`config.mk`:
```
export PLATFORM = sky130hd
export DESIGN_NAME = fire_scheduler
export DESIGN_NICKNAME = d
export VERILOG_FILES = /design/src/rtl/sched_pkg.sv /design/src/rtl/fire_scheduler_lfsr16.sv /design/src/rtl/fire_scheduler.sv
export SDC_FILE = /design/constraint.sdc
export NUM_CORES = 1
export LEC_CHECK = 0
export CAP_MARGIN = 20
export CELL_PAD_IN_SITES_DETAIL_PLACEMENT = 0
export CELL_PAD_IN_SITES_GLOBAL_PLACEMENT = 1
export CORE_UTILIZATION = 45
export CTS_CLUSTER_SIZE = 25
export DETAILED_ROUTE_END_ITERATION = 16
export PLACE_DENSITY_LB_ADDON = 0.1
export SETUP_SLACK_MARGIN = 0.3
export SLEW_MARGIN = 20
export SYNTH_ARGS = -nofsm -noshare
export SYNTH_HDL_FRONTEND = slang
export SYNTH_SLANG_ARGS = --single-unit
```
`constraint.sdc`:
```
create_clock -name CK -period 7.9 [get_ports CK]
set_input_delay 0.79 -clock CK [delete_from_list [all_inputs] [get_ports CK]]
set_output_delay 0.79 -clock CK [all_outputs]
set_load 0.05 [all_outputs]
```
`src/rtl/sched_pkg.sv`:
```
`default_nettype none
// +--------------------------------------------------------------------------+
// | Module   : sched_pkg                                                     |
// | Brief    : Shared constants and the wrap-around pick for fire_scheduler  |
// | Revision : 1.0                                                           |
// +--------------------------------------------------------------------------+
package sched_pkg;

    localparam logic [1:0]  c_ST_IDLE    = 2'd0;
    localparam logic [1:0]  c_ST_RUN     = 2'd1;
    localparam logic [1:0]  c_ST_HALT_DL = 2'd2;
    localparam logic [1:0]  c_ST_HALT_HZ = 2'd3;

    localparam logic [15:0] LFSR_TAPS    = 16'hB400;

    // One-hot of the first set bit of vec at or above start, wrapping at n.
    // start must already be below n.
    function automatic logic [31:0] first_from(
        input logic [31:0] vec,
        input logic [4:0]  start,
        input int unsigned n
    );
        logic [31:0] pick;
        logic        found;
        int unsigned idx;
        pick  = '0;
        found = 1'b0;
        for (int unsigned k = 0; k < 32; k++) begin
            idx = {27'd0, start} + k;
            if (idx >= n) begin
                idx = idx - n;
            end
            if ((k < n) && !found && vec[idx[4:0]]) begin
                pick[idx[4:0]] = 1'b1;
                found          = 1'b1;
            end
        end
        return pick;
    endfunction

endpackage
`default_nettype wire

```
`src/rtl/fire_scheduler_lfsr16.sv`:
```
`default_nettype none
// +--------------------------------------------------------------------------+
// | Module   : lfsr16                                                        |
// | Brief    : 16-bit right-shifting Galois LFSR with load-on-reset seed     |
// | Revision : 1.0                                                           |
// +--------------------------------------------------------------------------+
module lfsr16
    import sched_pkg::*;
(
    input  logic        CK,
    input  logic        RS,
    input  logic        adv,
    input  logic [15:0] seed,
    output logic [15:0] value
);

    logic [15:0] r_value;
    logic [15:0] w_next;

    always_comb begin
        w_next = {1'b0, r_value[15:1]};
        if (r_value[0]) begin
            w_next = w_next ^ LFSR_TAPS;
        end
    end

    always_ff @(posedge CK) begin
        if (RS) begin
            r_value <= seed;
        end else if (adv) begin
            r_value <= w_next;
        end
    end

    assign value = r_value;

endmodule
`default_nettype wire

```
`src/rtl/fire_scheduler.sv`:
```
`default_nettype none
// +--------------------------------------------------------------------------+
// | Module   : fire_scheduler                                                |
// | Brief    : Picks which excited gates fire each cycle; flags deadlock and |
// |            semi-modularity hazards and halts on either                   |
// | Revision : 1.0                                                           |
// +--------------------------------------------------------------------------+
module fire_scheduler
    import sched_pkg::*;
#(
    parameter int          N         = 8,
    parameter logic [15:0] SEED      = 16'hACE1,
    parameter int          DL_CYCLES = 4
) (
    input  logic                 CK,
    input  logic                 RS,
    input  logic                 GO,
    input  logic                 MODE,
    input  logic [N-1:0]         Q,
    input  logic [N-1:0]         PRECAP,
    output logic [N-1:0]         ENA,
    output logic [N-1:0]         EXCITED,
    output logic                 DEADLOCK,
    output logic                 HAZARD,
    output logic [$clog2(N)-1:0] HAZARD_IDX,
    output logic [15:0]          FIRE_COUNT
);

    localparam int              c_IW     = $clog2(N);
    localparam int              c_DW     = $clog2(DL_CYCLES + 1);
    localparam int unsigned     c_N32    = N;
    localparam logic [c_DW-1:0] c_DL_MAX = c_DW'(DL_CYCLES);

    logic [1:0]      r_state;
    logic [N-1:0]    r_exc_prev;
    logic [N-1:0]    r_ena_prev;
    logic            r_pv;
    logic [c_DW-1:0] r_dl;
    logic            r_deadlock;
    logic            r_hazard;
    logic [c_IW-1:0] r_hidx;
    logic [15:0]     r_fire_count;

    logic            w_run;
    logic [15:0]     w_lfsr;
    logic [N-1:0]    w_exc;
    logic [31:0]     w_exc32;
    logic [31:0]     w_pick32;
    logic [4:0]      w_start;
    logic [N-1:0]    w_ena;
    logic [N-1:0]    w_h;
    logic            w_hz;
    logic [c_IW-1:0] w_hidx;
    logic [c_DW-1:0] w_dl_next;
    logic            w_dl_hit;
    logic            w_unused_lfsr;

    assign w_run         = (r_state == c_ST_RUN);
    assign w_exc         = PRECAP ^ Q;
    assign w_unused_lfsr = |w_lfsr[15:5];

    lfsr16 u_lfsr (
        .CK    (CK),
        .RS    (RS),
        .adv   (w_run),
        .seed  (SEED),
        .value (w_lfsr)
    );

    generate
        if (N < 32) begin : g_ext
            logic w_unused_pick;
            assign w_exc32       = {{(32 - N){1'b0}}, w_exc};
            assign w_unused_pick = |w_pick32[31:N];
        end else begin : g_full
            assign w_exc32 = w_exc;
        end
    endgenerate

    always_comb begin
        w_start  = 5'({27'd0, w_lfsr[4:0]} % c_N32);
        w_pick32 = first_from(w_exc32, w_start, c_N32);
    end

    // Reset gates ENA in the same cycle so no gate captures while RS is high.
    always_comb begin
        w_ena = '0;
        if (!RS && w_run) begin
            w_ena = MODE ? w_exc : w_pick32[N-1:0];
        end
    end

    // A gate that was excited, left unfired, and is no longer excited was
    // disabled by someone else's transition.
    assign w_h  = r_exc_prev & ~r_ena_prev & ~w_exc;
    assign w_hz = w_run && r_pv && (w_h != '0);

    always_comb begin
        w_hidx = '0;
        for (int i = N - 1; i >= 0; i--) begin
            if (w_h[i]) begin
                w_hidx = c_IW'(i);
            end
        end
    end

    always_comb begin
        w_dl_next = '0;
        if (w_exc == '0) begin
            w_dl_next = (r_dl == c_DL_MAX) ? r_dl : r_dl + 1'b1;
        end
    end

    assign w_dl_hit = w_run && (w_dl_next == c_DL_MAX);

    always_ff @(posedge CK) begin
        if (RS) begin
            r_state      <= c_ST_IDLE;
            r_exc_prev   <= '0;
            r_ena_prev   <= '0;
            r_pv         <= 1'b0;
            r_dl         <= '0;
            r_deadlock   <= 1'b0;
            r_hazard     <= 1'b0;
            r_hidx       <= '0;
            r_fire_count <= '0;
        end else begin
            if ((w_ena != '0) && (r_fire_count != 16'hFFFF)) begin
                r_fire_count <= r_fire_count + 16'd1;
            end
            case (r_state)
                c_ST_IDLE: begin
                    r_pv <= 1'b0;
                    r_dl <= '0;
                    if (GO) begin
                        r_state <= c_ST_RUN;
                    end
                end
                c_ST_RUN: begin
                    r_pv       <= 1'b1;
                    r_exc_prev <= w_exc;
                    r_ena_prev <= w_ena;
                    r_dl       <= w_dl_next;
                    if (w_hz) begin
                        r_hazard <= 1'b1;
                        r_hidx   <= w_hidx;
                        r_state  <= c_ST_HALT_HZ;
                    end else if (w_dl_hit) begin
                        r_deadlock <= 1'b1;
                        r_state    <= c_ST_HALT_DL;
                    end else if (!GO) begin
                        r_state <= c_ST_IDLE;
                    end
                end
                default: begin
                    r_state <= r_state;
                end
            endcase
        end
    end

    assign ENA        = w_ena;
    assign EXCITED    = w_exc;
    assign DEADLOCK   = r_deadlock;
    assign HAZARD     = r_hazard;
    assign HAZARD_IDX = r_hidx;
    assign FIRE_COUNT = r_fire_count;

endmodule
`default_nettype wire
```
==> qor.yml <==
internal_power_mw: 0.5965
worstPathRequired_ns: 7.11
cp_top_family: "buffers and inverters"
slew_headroom_pct: 33.66
critPathMaxFanout: 21
multi_input_area_sq_um: 2755
synth-seq-area-share_pct: 27.77
p_leak_nw: 1.896
drt_iter0_drc: 309
gr-total-overflow: 0
avgSynthCellArea_sq_um: 8.609
synth_edf_count: 0
cts.sinks: 59
p_total_mw: 0.8954
gp_congestion: 0.9530
dieArea_sq_um: 9844
maxCapViolations: 0
yosys_warnings: 0
hp-class: "reg2reg"
final.period_utilization_pct: 75.41
synth_cell_type_count: 82
drv_slew: 0
ios: 57
die_y_um: 99.22
fin_tns_setup_ns: 0
cts_made_buffers: 9
worst_pin_slew_ns: 0.9937
num_vias: 3933
finalNetCount: 574
htreeDepth: 3
cp.buffers_inverters: 4
coreArea_sq_um: 9196
track_usage_pct: 24.60
path_cells: "inv_4 -> ha_1 -> ha_1 -> inv_1 -> mux2_4 -> or3_4 -> nor3_1 -> a2111oi_0 -> a221o_1 -> inv_1 -> clkdlybuf4s50_1"
setup_viol: 0
initial_core_util_pct: 46.24
cp-start-kind: "flip-flop"
p_sw_share_pct: 33.39
max-vdd-ir-drop_mv: 0.08922
p_comb_share_pct: 26.9
hpwl_um: 8359
remaining_drc_errors: 0
syn-num-nets: 530
regArea_sq_um: 1181
final_cell_mix: "nand2_1 (65), dfxtp_1 (59), clkdlybuf4s50_1 (55), a21oi_1 (40), nor2_1 (38)"
status: "completed"
synth-main-ff-cell: "dfxtp_1"
layout_commonest_cell: "nand2_1"
synthArstFlopShare_pct: 0
grt_setup_unrepaired: "no"
antenna_left: 0
p_sw_mw: 0.2990
period_minus_slack_ns: 5.957
ctsHoldBuffers: 0
clkPwrFrac_pct: 36.9
power.share.sequential_pct: 36.2
synth-seq-cells: 59
clk_pin_slew_worst_paths_ns: 0.08
p_per_area_nw_per_um2: 178.8
clockBufferDepth: 2
cpPeakStageDelay_ns: 0.98
post_cts_buffers: 0
clkLatencyLatePin_ns: 0.35
wire_per_inst_um: 17.79
fin_skew_ns: 0.01385
dr.pass1.iters: 5
portBuffers: 56
finalNonFillerCells: 654
fmax_ghz: 0.1679
syn_to_final_growth_pct: 17.74
grt_max_degree: 49
chipWidth_um: 99.22
vias_per_cell: 6.014
grt_pass1_wl_um: 19050
diodes: 0
post_cts_resized: 0
wl_um: 11630
grt_pass1_vias: 3648
drive_gt1_share_pct: 12.71
synthCells: 494
critPathArrivalTime_ns: 5.17
placed_cells: 638
cts-root-buf: "clkbuf_8"
fill_cells: 877
netlist_area_sq_um: 4253
hold_viol_final: 0
cts_tree: "built"
antenna_found_initial: 0
row_count: 35
worst_path_max_delay_cell: "dfxtp_1"
cp-end-kind: "primary output"
path_class: "reg2out"
## final cells by class
class	count	share of cell area [%]
multi-input combinational	378	55.02
sequential	59	23.59
timing repair buffer	59	11.54
clock buffer	11	3.023
tap	111	2.774
inverter	31	2.374
clock inverter	5	1.674
## kinds of logic (layout without fill, tap and decap cells)
family,after synthesis,after routing,synth area share [%]
xor+xnor,12,12,3.883
flops,59,59,27.77
buf+inv,57,106,7.502
compound gates,125,125,19.86
mux,29,29,12.68
simple gates,196,196,23.60
fa+ha+maj,16,16,4.707
## synth_stat cells (7+ instances only)
cell type	instances	area share, %
a211oi_1	11	1.9
nand3_1	16	1.9
ha_1	16	4.7
nand2_1	65	5.7
xnor2_2	8	3.1
nor2_1	38	3.4
and3_1	7	1.0
clkbuf_1	12	1.1
inv_1	22	1.9
a31oi_1	8	1.2
nand4_1	8	1.2
nor3_1	13	1.5
o211ai_1	9	1.6
mux4_1	9	5.6
dfxtp_1	59	28
o21ai_0	15	1.8
inv_2	7	0.62
nor2b_1	9	1.3
a21oi_1	40	4.7
## tightest hold or removal path, cell delays in order, from the launching register on
cell     delay [ns]
dfxtp_1        0.31
nand2_1        0.05
a21oi_1        0.05
## layer usage
metal	track usage [%]	vias to the layer above	wire, um
met5	0	-	0
met4	7.353	0	153
met3	4.568	16	672
met2	38.30	138	5318
met1	34.75	1874	5491
li1	-	1905	-
## worst paths after layout
| check | from | to | slack [ns] | cells past startpoint |
|---|---|---|---|---|
| min | u_lfsr.value[10] | u_lfsr.value[9] | 0.45 | 2 |
| min reg2reg | u_lfsr.value[10] | u_lfsr.value[9] | 0.45 | 2 |
| max reg2reg | u_lfsr.value[0] | FIRE_COUNT[11] | 2.77 | 12 |
| max | u_lfsr.value[0] | ENA[2] | 1.94 | 11 |
## through the flow
stage	worst slack (ns)	hold slack [ns]	utilization, %	instance area [sq um]
final	1.943	0.4458	54.45	5007
after global routing	1.704	0.4699	54.45	5007
after CTS	1.957	0.4509	54.45	5007
after detailed placement	2.241	0.4446	51.89	4772
after global placement	2.297	0.4428	51.89	4772
after floorplan	3.626	0.4311	-	4253
## power groups by stage
stage	Sequential, mW	Combinational [mW]	Clock, mW
5_1_grt	0.326	0.258	0.351
6_report	0.324	0.241	0.331
2_1_floorplan	0.337	0.168	0
3_3_place_gp	0.330	0.238	0
4_1_cts	0.324	0.238	0.337
3_5_place_dp	0.331	0.238	0
## registers in the layout (all words and copies together), names as in the netlist, 2 cells and up
name          cells
u_lfsr.value     16
r_dl              3
HAZARD_IDX        3
r_state           2
FIRE_COUNT       16
r_exc_prev        8
r_ena_prev        8
(Power assumes the default switching activity.)
